--- config.mk ---
export PLATFORM = sky130hd
export DESIGN_NAME = pipe_hazard_unit
export DESIGN_NICKNAME = d
export VERILOG_FILES = /design/src/rtl/pipe_hazard_unit.sv
export SDC_FILE = /design/constraint.sdc
export NUM_CORES = 1
export LEC_CHECK = 0
export BUFFER_PORTS_ARGS = -buffer_cell sky130_fd_sc_hd__buf_2
export CAP_MARGIN = 20
export CORE_MARGIN = 3
export CORE_UTILIZATION = 50
export CTS_BUF_LIST = sky130_fd_sc_hd__clkbuf_2
export CTS_CLUSTER_SIZE = 24
export DETAILED_ROUTE_END_ITERATION = 16
export PLACE_DENSITY = 0.89
export SLEW_MARGIN = 25
export SYNTH_ARGS = -nofsm -noshare
export SYNTH_HDL_FRONTEND = slang
export SYNTH_SLANG_ARGS = --single-unit
--- constraint.sdc ---
create_clock -name sysclk -period 2.5 [get_ports sysclk]
set_input_delay 0.375 -clock sysclk [delete_from_list [all_inputs] [get_ports sysclk]]
set_output_delay 0.375 -clock sysclk [all_outputs]
set_load 0.02 [all_outputs]
--- src/rtl/pipe_hazard_unit.sv ---
// Pipeline hazard control for the 4-stage core: operand forwarding, load-use interlock,
// jump flush penalty, and halt detection with cycle/retire counters.
module pipe_hazard_unit #(
   parameter int unsigned DW         = 32,
   parameter int unsigned RW         = 5,
   parameter int unsigned FWD_DEPTH  = 2,
   parameter int unsigned LOAD_LAT   = 1,
   parameter int unsigned BR_PENALTY = 1,
   parameter logic [5:0]  HALT_OP    = 6'b111111
) (
   input  logic          sysclk,
   input  logic          cpu_resetn,
   input  logic [RW-1:0] rs_d,
   input  logic [RW-1:0] rt_d,
   input  logic          use_rs_d,
   input  logic          use_rt_d,
   input  logic          is_load_e,
   input  logic [RW-1:0] wreg_e,
   input  logic          jump_e,
   input  logic [RW-1:0] rs_e,
   input  logic [RW-1:0] rt_e,
   input  logic [DW-1:0] os_e_in,
   input  logic [DW-1:0] ot_e_in,
   input  logic          valid_w,
   input  logic [5:0]    op_w,
   input  logic [RW-1:0] wreg_w,
   input  logic [DW-1:0] wdata_w,
   output logic [DW-1:0] os_e_out,
   output logic [DW-1:0] ot_e_out,
   output logic          stall_f,
   output logic          stall_d,
   output logic          bubble_e,
   output logic          flush_fd,
   output logic          halted,
   output logic [DW-1:0] cycle_count,
   output logic [DW-1:0] retired_count
);

   localparam int unsigned HD = (FWD_DEPTH > 1) ? FWD_DEPTH - 1 : 1;
   localparam int unsigned CW = 2;
   localparam logic [CW-1:0] LD_INIT = CW'(LOAD_LAT - 1);
   localparam logic [CW-1:0] BR_INIT = CW'(BR_PENALTY - 1);

   localparam logic [1:0] RUN    = 2'd0;
   localparam logic [1:0] LSTALL = 2'd1;
   localparam logic [1:0] FLUSH  = 2'd2;
   localparam logic [1:0] HALT   = 2'd3;

   logic [1:0]    state, state_nxt;
   logic [CW-1:0] ld_cnt, ld_nxt;
   logic [CW-1:0] br_cnt, br_nxt;
   logic          hazard, halt_trig, w_match_ok;

   logic          hist_v [HD];
   logic [RW-1:0] hist_r [HD];
   logic [DW-1:0] hist_d [HD];

   assign w_match_ok = valid_w && (wreg_w != '0);
   assign halt_trig  = valid_w && (op_w == HALT_OP);
   assign hazard     = is_load_e && (wreg_e != '0) &&
                       ((use_rs_d && (rs_d == wreg_e)) || (use_rt_d && (rt_d == wreg_e)));

   // State and penalty counters
   always_ff @(posedge sysclk or negedge cpu_resetn) begin
      if (!cpu_resetn) begin
         state  <= RUN;
         ld_cnt <= '0;
         br_cnt <= '0;
         halted <= 1'b0;
      end else begin
         state  <= state_nxt;
         ld_cnt <= ld_nxt;
         br_cnt <= br_nxt;
         halted <= (state_nxt == HALT);
      end
   end

   // Penalty counters hold the number of extra cycles beyond the trigger cycle
   always_comb begin
      state_nxt = state;
      ld_nxt    = ld_cnt;
      br_nxt    = br_cnt;
      stall_f   = 1'b0;
      stall_d   = 1'b0;
      bubble_e  = 1'b0;
      flush_fd  = 1'b0;
      case (state)
         RUN: begin
            if (jump_e) begin
               flush_fd = 1'b1;
               br_nxt   = BR_INIT;
               if (BR_INIT != '0) state_nxt = FLUSH;
            end else if (hazard) begin
               stall_f  = 1'b1;
               stall_d  = 1'b1;
               bubble_e = 1'b1;
               ld_nxt   = LD_INIT;
               if (LD_INIT != '0) state_nxt = LSTALL;
            end
         end
         LSTALL: begin
            stall_f  = 1'b1;
            stall_d  = 1'b1;
            bubble_e = 1'b1;
            ld_nxt   = ld_cnt - CW'(1);
            if (ld_cnt == CW'(1)) state_nxt = RUN;
         end
         FLUSH: begin
            flush_fd = 1'b1;
            if (jump_e) begin
               br_nxt = BR_INIT;
               if (BR_INIT == '0) state_nxt = RUN;
            end else begin
               br_nxt = br_cnt - CW'(1);
               if (br_cnt == CW'(1)) state_nxt = RUN;
            end
         end
         HALT: begin
            stall_f  = 1'b1;
            stall_d  = 1'b1;
            bubble_e = 1'b1;
         end
         default: state_nxt = RUN;
      endcase
      if (halt_trig) state_nxt = HALT;
   end

   // Write-back history; frozen once halted
   always_ff @(posedge sysclk or negedge cpu_resetn) begin
      if (!cpu_resetn) begin
         for (int i = 0; i < int'(HD); i++) begin
            hist_v[i] <= 1'b0;
            hist_r[i] <= '0;
            hist_d[i] <= '0;
         end
      end else if (state != HALT) begin
         hist_v[0] <= w_match_ok;
         hist_r[0] <= wreg_w;
         hist_d[0] <= wdata_w;
         for (int i = 1; i < int'(HD); i++) begin
            hist_v[i] <= hist_v[i-1];
            hist_r[i] <= hist_r[i-1];
            hist_d[i] <= hist_d[i-1];
         end
      end
   end

   // Oldest first so younger matches overwrite; current write-stage result wins last
   always_comb begin
      os_e_out = os_e_in;
      ot_e_out = ot_e_in;
      if (FWD_DEPTH > 1) begin
         for (int i = int'(HD) - 1; i >= 0; i--) begin
            if (hist_v[i] && (hist_r[i] == rs_e)) os_e_out = hist_d[i];
            if (hist_v[i] && (hist_r[i] == rt_e)) ot_e_out = hist_d[i];
         end
      end
      if (w_match_ok && (wreg_w == rs_e)) os_e_out = wdata_w;
      if (w_match_ok && (wreg_w == rt_e)) ot_e_out = wdata_w;
   end

   // Cycle and retire counters, frozen in HALT
   always_ff @(posedge sysclk or negedge cpu_resetn) begin
      if (!cpu_resetn) begin
         cycle_count   <= '0;
         retired_count <= '0;
      end else if (state != HALT) begin
         cycle_count <= cycle_count + DW'(1);
         if (valid_w) retired_count <= retired_count + DW'(1);
      end
   end

endmodule

# == Word-level counts from Yosys, hierarchy flattened ==
# Cells that the tools add are included.
# op_classes
reduce_logical,20
n_addsub,4
n_mux,20
eq_ne,17
# op_table
op,n
2-to-1 mux 32 bit,4
"adder 32 x 1 -> 32 bit, second input constant",2
== test 5 bit,6
2-to-1 mux 2 bit,8
one-hot mux 2 bit (2 select lines),3
logical AND 1 bit,10
nonzero test 5 bit,2
"!= test 2 bit, second input constant",4
"== test 2 x 1 -> 1 bit, second input constant",3
"== test 2 bit, second input constant",3
"== test 6 bit, second input constant",1
one-hot mux 1 bit (2 select lines),2
AND reduction 2 bit,2
nonzero test 2 bit,2
"subtractor 2 x 1 -> 2 bit, second input constant",2
2-to-1 mux 1 bit,3
AND reduction 3 bit,1
zero test 2 bit,1
OR reduction 2 bit,1
logical OR 1 bit,1
# word_totals
regBits,109
inputBits,139
elab_cells,70
output_inout_bits,133

# == Longest topological paths before layout ==
# depth
ltp_word,7
mapped_depth,8
depth_no_buf,6

# == Worst setup path before layout ==
# OpenSTA, ideal clock, no wires.
# synth_path
path_kind,in2out
start,input port wreg_w[0]
end,output port os_e_out[23]
required_time_ns,2.125
cell_stages,5
n_path_buf,1
t_arrival_ns,1.942
setup_slack_ns,0.183
cell_sequence,or4_1 -> o21ai_1 -> nor4_2 -> clkbuf_1 -> o21ai_0
# synth_via
elab_chain_cells,4
elab_cells_between_ends,5
cone_classes,eq/ne (1); mux (1); reduce/logical (3)
# synth_lines
element,line_no,source
start: declaration,26,"input logic [RW-1:0] wreg_w,"
nonzero test 5 bit,58,assign w_match_ok = valid_w && (wreg_w != '0);
logical AND 1 bit,58,
logical AND 1 bit (*),158,if (w_match_ok && (wreg_w == rs_e)) os_e_out = wdata_w;
2-to-1 mux 32 bit (*),158,
end: declaration,28,"output logic [DW-1:0] os_e_out,"
# Every way passes the cells marked *; elsewhere a longest branch is shown, timed or not.

# == Worst setup path after layout ==
# layout_path
start,register hist_r[1] (netlist bit)
end,output port ot_e_out[31]
# layout_via
elab_chain_cells,4
# layout_lines
element,line_no,source
start: declaration,55,logic [RW-1:0] hist_r [HD];
start signal: indexed assignment,142,hist_r[i] <= hist_r[i-1];
== test 5 bit,155,if (hist_v[i] && (hist_r[i] == rt_e)) ot_e_out = hist_d[i];
logical AND 1 bit,155,
2-to-1 mux 32 bit,155,
2-to-1 mux 32 bit,159,if (w_match_ok && (wreg_w == rt_e)) ot_e_out = wdata_w;
end: declaration,29,"output logic [DW-1:0] ot_e_out,"
# No other way between the ends.

==> metrics list <==
- Run status: complete, but fails checks
- The final reports fail on negative setup slack.
* Net count, final: between 1,000 and 1,500
* I/O pin total: 272
* Effective utilization at floorplan: 0.517
- The first global-routing pass estimated 29.7 mm of wire.
- Among all flip-flop cells after synthesis, the most frequent one is sky130_fd_sc_hd__dfrtp_1.
- For this run, asynchronously set or reset flops after synthesis account for 1.00.
- Clock transition at path regs: ~0.34 ns
- From left edge to right edge, the die measures ~120 um.
- Ratio of total power to cell area: between 500 and 600 nW/um2
- Hold is met by 0.0647 ns.
* HPWL after detailed placement: 13.1 mm
* Endpoints failing hold: 0
* Number of vias in the routed layout: ~6,100
- Root Buffer Master: sky130_fd_sc_hd__clkbuf_2
* Crit Path Class: flip-flop to primary output
* Post-synthesis average cell area: 10.1 um2
* Total nets after synthesis: 768
- Across the run, the number of max-cap violations was 0.
- Yosys printed 0 warnings.
* Ratio of routed vias to standard cells: 5.48
- The routed design could run at a clock period as short as approximately 2.9 ns.
* Overall fraction of global-route tracks in use: 0.259
- Met2 Routed Length: roughly 10 mm
* Sinks on Clock Net: 109
- Number of antenna cells inserted: 0
* Pin count of the biggest net entering global routing: 65
* Final core occ: 0.721
- Synthesis produced 621 cells.
- The initialized floorplan defines 40 standard-cell rows.
* Clock buffer depth: 2
- Relative area change from synthesis to final layout: 39.6%
- Detailed-routed wire length on met3: 1.11 mm
- The floorplan step defined a die boundary enclosing roughly 14,000 um2.
- Setup violations remaining at the end of the flow were counted as between 60 and 70.
* Number of nets still failing antenna checks after routing: 0
* Seq cells post-synth: 109
- Data on the critical path is required at its endpoint by 2.12 ns.
- Wires add up to between 15 and 20 mm.
- Remaining routing DRC violations: 0
* 1st-pass router iterations: 5
* Critical path capture point type: primary output
- IR drop worst, VDD: 0.535 mV
- Top layer used by detailed routing: met4
* Maximum clock frequency: 339 MHz
* Clock latency of the later-clocked register in the worst-skew pair: 0.61 ns
- Setup repair after global routing could not meet its margin everywhere.
* GRT Residual Overflow: 0
- Number of port buffers: between 200 and 300
- TritonCTS built the clock tree.
- Smallest setup slack after layout: -0.446 ns
- Routability-driven placement congestion ratio: 0.917
- Critical Path Source Type: flip-flop
- After the first detailed-routing iteration, the DRC count stood at 382.
- Highest fanout seen on the critical path: 5
- The total area inside the core boundary comes to about 12,000 um2.
* Share of cells above drive strength 1: 0.406
- Static leakage power: between 4 and 5 nW
- Headroom to the max-slew limit: 0.632
- The min-delay analysis places its worst path in the category input pin to flip-flop.
- The mapped netlist covers 6260 um2.
- The number of antenna violations at the first check in global routing was 0.
- STA puts the critical path data arrival time at 2.57 ns.
- The H-tree was split into 3 levels.
* Routed wirelength normalized by instance count: 17.2 um
- Distinct cell type count after synthesis: 40
- Die Span Y: around 120 um
* Part of the cycle the worst path needs: 1.18
- In the final routing, the length of wire on met1 measures ~7.3 mm.
* Sequential fraction of the synthesis area: 0.436
- Total CTS buffers: 9
- Yosys mapped a number of flops with a built-in enable equal to 0.
* Vias in the first global route: 6,035
- Setup TNS: -24.79 ns
- For the pin with the worst max-slew slack, the measured transition is approximately 0.55 ns.
* Max-slew violations: 0
- The clock arrives with ~0.056 ns of skew.
[metal layers]
| layer | vias up | GRT usage |
|---|---|---|
| li1 | 2806 | - |
| met1 | 2937 | 0.306 |
| met2 | 288 | 0.469 |
| met3 | 68 | 0.0442 |
| met4 | 0 | 0.0974 |
| met5 | - | 0 |
[cells by family (layout without fill, tap and decap cells)]
family,after synthesis,after routing,share of synthesized area
and+or+nand+nor,192,192,0.153
DFF,109,109,0.436
muxes,103,103,0.173
xor gates and xnor gates,92,92,0.129
AOI/OAI and AO/OA,80,80,0.0690
buffers and inverters,37,360,0.0252
adders and majority gates,8,8,0.0160
[layout by cell type, fill, tap and decap left out, types with 3 or more instances in the layout]
| cell type | synthesis | final |
|---|---|---|
| sky130_fd_sc_hd__buf_2 | 9 | 260 |
| sky130_fd_sc_hd__dfrtp_1 | 109 | 108 |
| sky130_fd_sc_hd__nand2_1 | 96 | 95 |
| sky130_fd_sc_hd__xnor2_1 | 65 | 65 |
| sky130_fd_sc_hd__mux2i_1 | 64 | 59 |
| sky130_fd_sc_hd__o21ai_1 | 1 | 39 |
| sky130_fd_sc_hd__mux2_2 | 39 | 39 |
| sky130_fd_sc_hd__dlygate4sd3_1 | 0 | 34 |
| sky130_fd_sc_hd__o21ai_0 | 67 | 29 |
| sky130_fd_sc_hd__xor2_1 | 27 | 26 |
| sky130_fd_sc_hd__buf_4 | 2 | 23 |
| sky130_fd_sc_hd__nand3_1 | 22 | 22 |
| sky130_fd_sc_hd__nand4_1 | 15 | 15 |
| sky130_fd_sc_hd__nor2_1 | 11 | 11 |
| sky130_fd_sc_hd__and3_1 | 13 | 11 |
| sky130_fd_sc_hd__clkbuf_2 | 0 | 9 |
| sky130_fd_sc_hd__buf_6 | 0 | 9 |
| sky130_fd_sc_hd__buf_12 | 0 | 6 |
| sky130_fd_sc_hd__inv_1 | 8 | 5 |
| sky130_fd_sc_hd__nor3_1 | 5 | 5 |
| sky130_fd_sc_hd__and2_1 | 6 | 5 |
| sky130_fd_sc_hd__ha_1 | 8 | 5 |
| sky130_fd_sc_hd__mux2i_2 | 0 | 4 |
| sky130_fd_sc_hd__and4_1 | 4 | 4 |
| sky130_fd_sc_hd__clkinv_8 | 0 | 4 |
| sky130_fd_sc_hd__inv_2 | 0 | 3 |
| sky130_fd_sc_hd__nand2b_1 | 3 | 3 |
| sky130_fd_sc_hd__nor4_4 | 1 | 3 |
| sky130_fd_sc_hd__and4b_1 | 3 | 3 |
[through the flow]
step / cells / power [W] / worst slack (ns) / area (um2)
global route: 1112 / 0.00489 / -0.637 / 8730
detailed placement: 1049 / 0.00356 / 0.00261 / 7920
floorplan: 621 / 0.00299 / 0.183 / 6260
CTS: 1103 / 0.00460 / -0.433 / 8550
finish: 1112 / 0.00466 / -0.446 / 8730
global placement: 1049 / 0.00351 / 0.0246 / 7920
[final timing paths]
path,startpoint,end,slack (ns),cells past startpoint
setup / recovery,hist_r[1]$_DFFE_PN0N_,ot_e_out[31],-0.45,7
setup reg to reg,state[1]$_DFF_PN0_,retired_count[14]$_DFFE_PN0P_,0.16,8
hold reg to reg,cycle_count[31]$_DFFE_PN0N_,cycle_count[31]$_DFFE_PN0N_,0.49,1
max in group asynchronous,cpu_resetn,state[0]$_DFF_PN0_,1.51,3
hold / removal,wreg_w[1],hist_r[1]$_DFFE_PN0N_,0.06,2
min in group asynchronous,cpu_resetn,cycle_count[31]$_DFFE_PN0N_,0.21,2
[final cells by class]
class | count | area (um2)
multi-input combinational | 475 | 3480
fill | 860 | 3380
sequential | 109 | 2730
timing repair buffer | 336 | 2140
tap | 168 | 210
clock inverter | 7 | 98.8
clock buffer | 9 | 45.0
inverter | 8 | 30.0
[worst max-delay path, stage by stage (launching register included)]
cell and delay, ns:
sky130_fd_sc_hd__dfrtp_2 0.52, sky130_fd_sc_hd__xor2_2 0.16, sky130_fd_sc_hd__nor4_2 0.29, sky130_fd_sc_hd__and3_4 0.34
sky130_fd_sc_hd__buf_6 0.17, sky130_fd_sc_hd__mux2i_1 0.24, sky130_fd_sc_hd__o21ai_1 0.09, sky130_fd_sc_hd__buf_2 0.18
[synth_stat cells (3+ instances only)]
library cell / number / share of area
sky130_fd_sc_hd__dfrtp_1: 109 / 0.44
sky130_fd_sc_hd__nand2_1: 96 / 0.058
sky130_fd_sc_hd__o21ai_0: 67 / 0.054
sky130_fd_sc_hd__xnor2_1: 65 / 0.091
sky130_fd_sc_hd__mux2i_1: 64 / 0.10
sky130_fd_sc_hd__mux2_2: 39 / 0.070
sky130_fd_sc_hd__xor2_1: 27 / 0.038
sky130_fd_sc_hd__nand3_1: 22 / 0.018
sky130_fd_sc_hd__clkbuf_1: 18 / 0.011
sky130_fd_sc_hd__nand4_1: 15 / 0.015
sky130_fd_sc_hd__and3_1: 13 / 0.013
sky130_fd_sc_hd__nor2_1: 11 / 0.0066
sky130_fd_sc_hd__buf_2: 9 / 0.0072
sky130_fd_sc_hd__ha_1: 8 / 0.016
sky130_fd_sc_hd__inv_1: 8 / 0.0048
sky130_fd_sc_hd__and2_1: 6 / 0.0060
sky130_fd_sc_hd__nor3_1: 5 / 0.0040
sky130_fd_sc_hd__and4_1: 4 / 0.0056
sky130_fd_sc_hd__and4b_1: 3 / 0.0048
sky130_fd_sc_hd__nand2b_1: 3 / 0.0030
sky130_fd_sc_hd__nor4_1: 3 / 0.0030
[power breakdown]
group / internal [W] / switching [W]
combinational: 0.000719 / 0.000904
clock: 0.000192 / 0.000693
sequential: 0.00195 / 0.000199
[state kept, by name (all words and copies together), names as in the netlist]
register	cells
cycle_count	32
hist_d	32
retired_count	32
hist_r	5
br_cnt	2
ld_cnt	2
state	2
halted	1
hist_v	1
[repair_timing]
action	in CTS	in global routing
setup buffers	8	2
hold buffers	28	6
pin swaps	11	9
endpoints found under the setup margin	67	67
endpoints found under the hold margin	68	6
cloned	2	1
gates resized for setup	58	27
No activity file was read; power rests on OpenSTA's default activity.
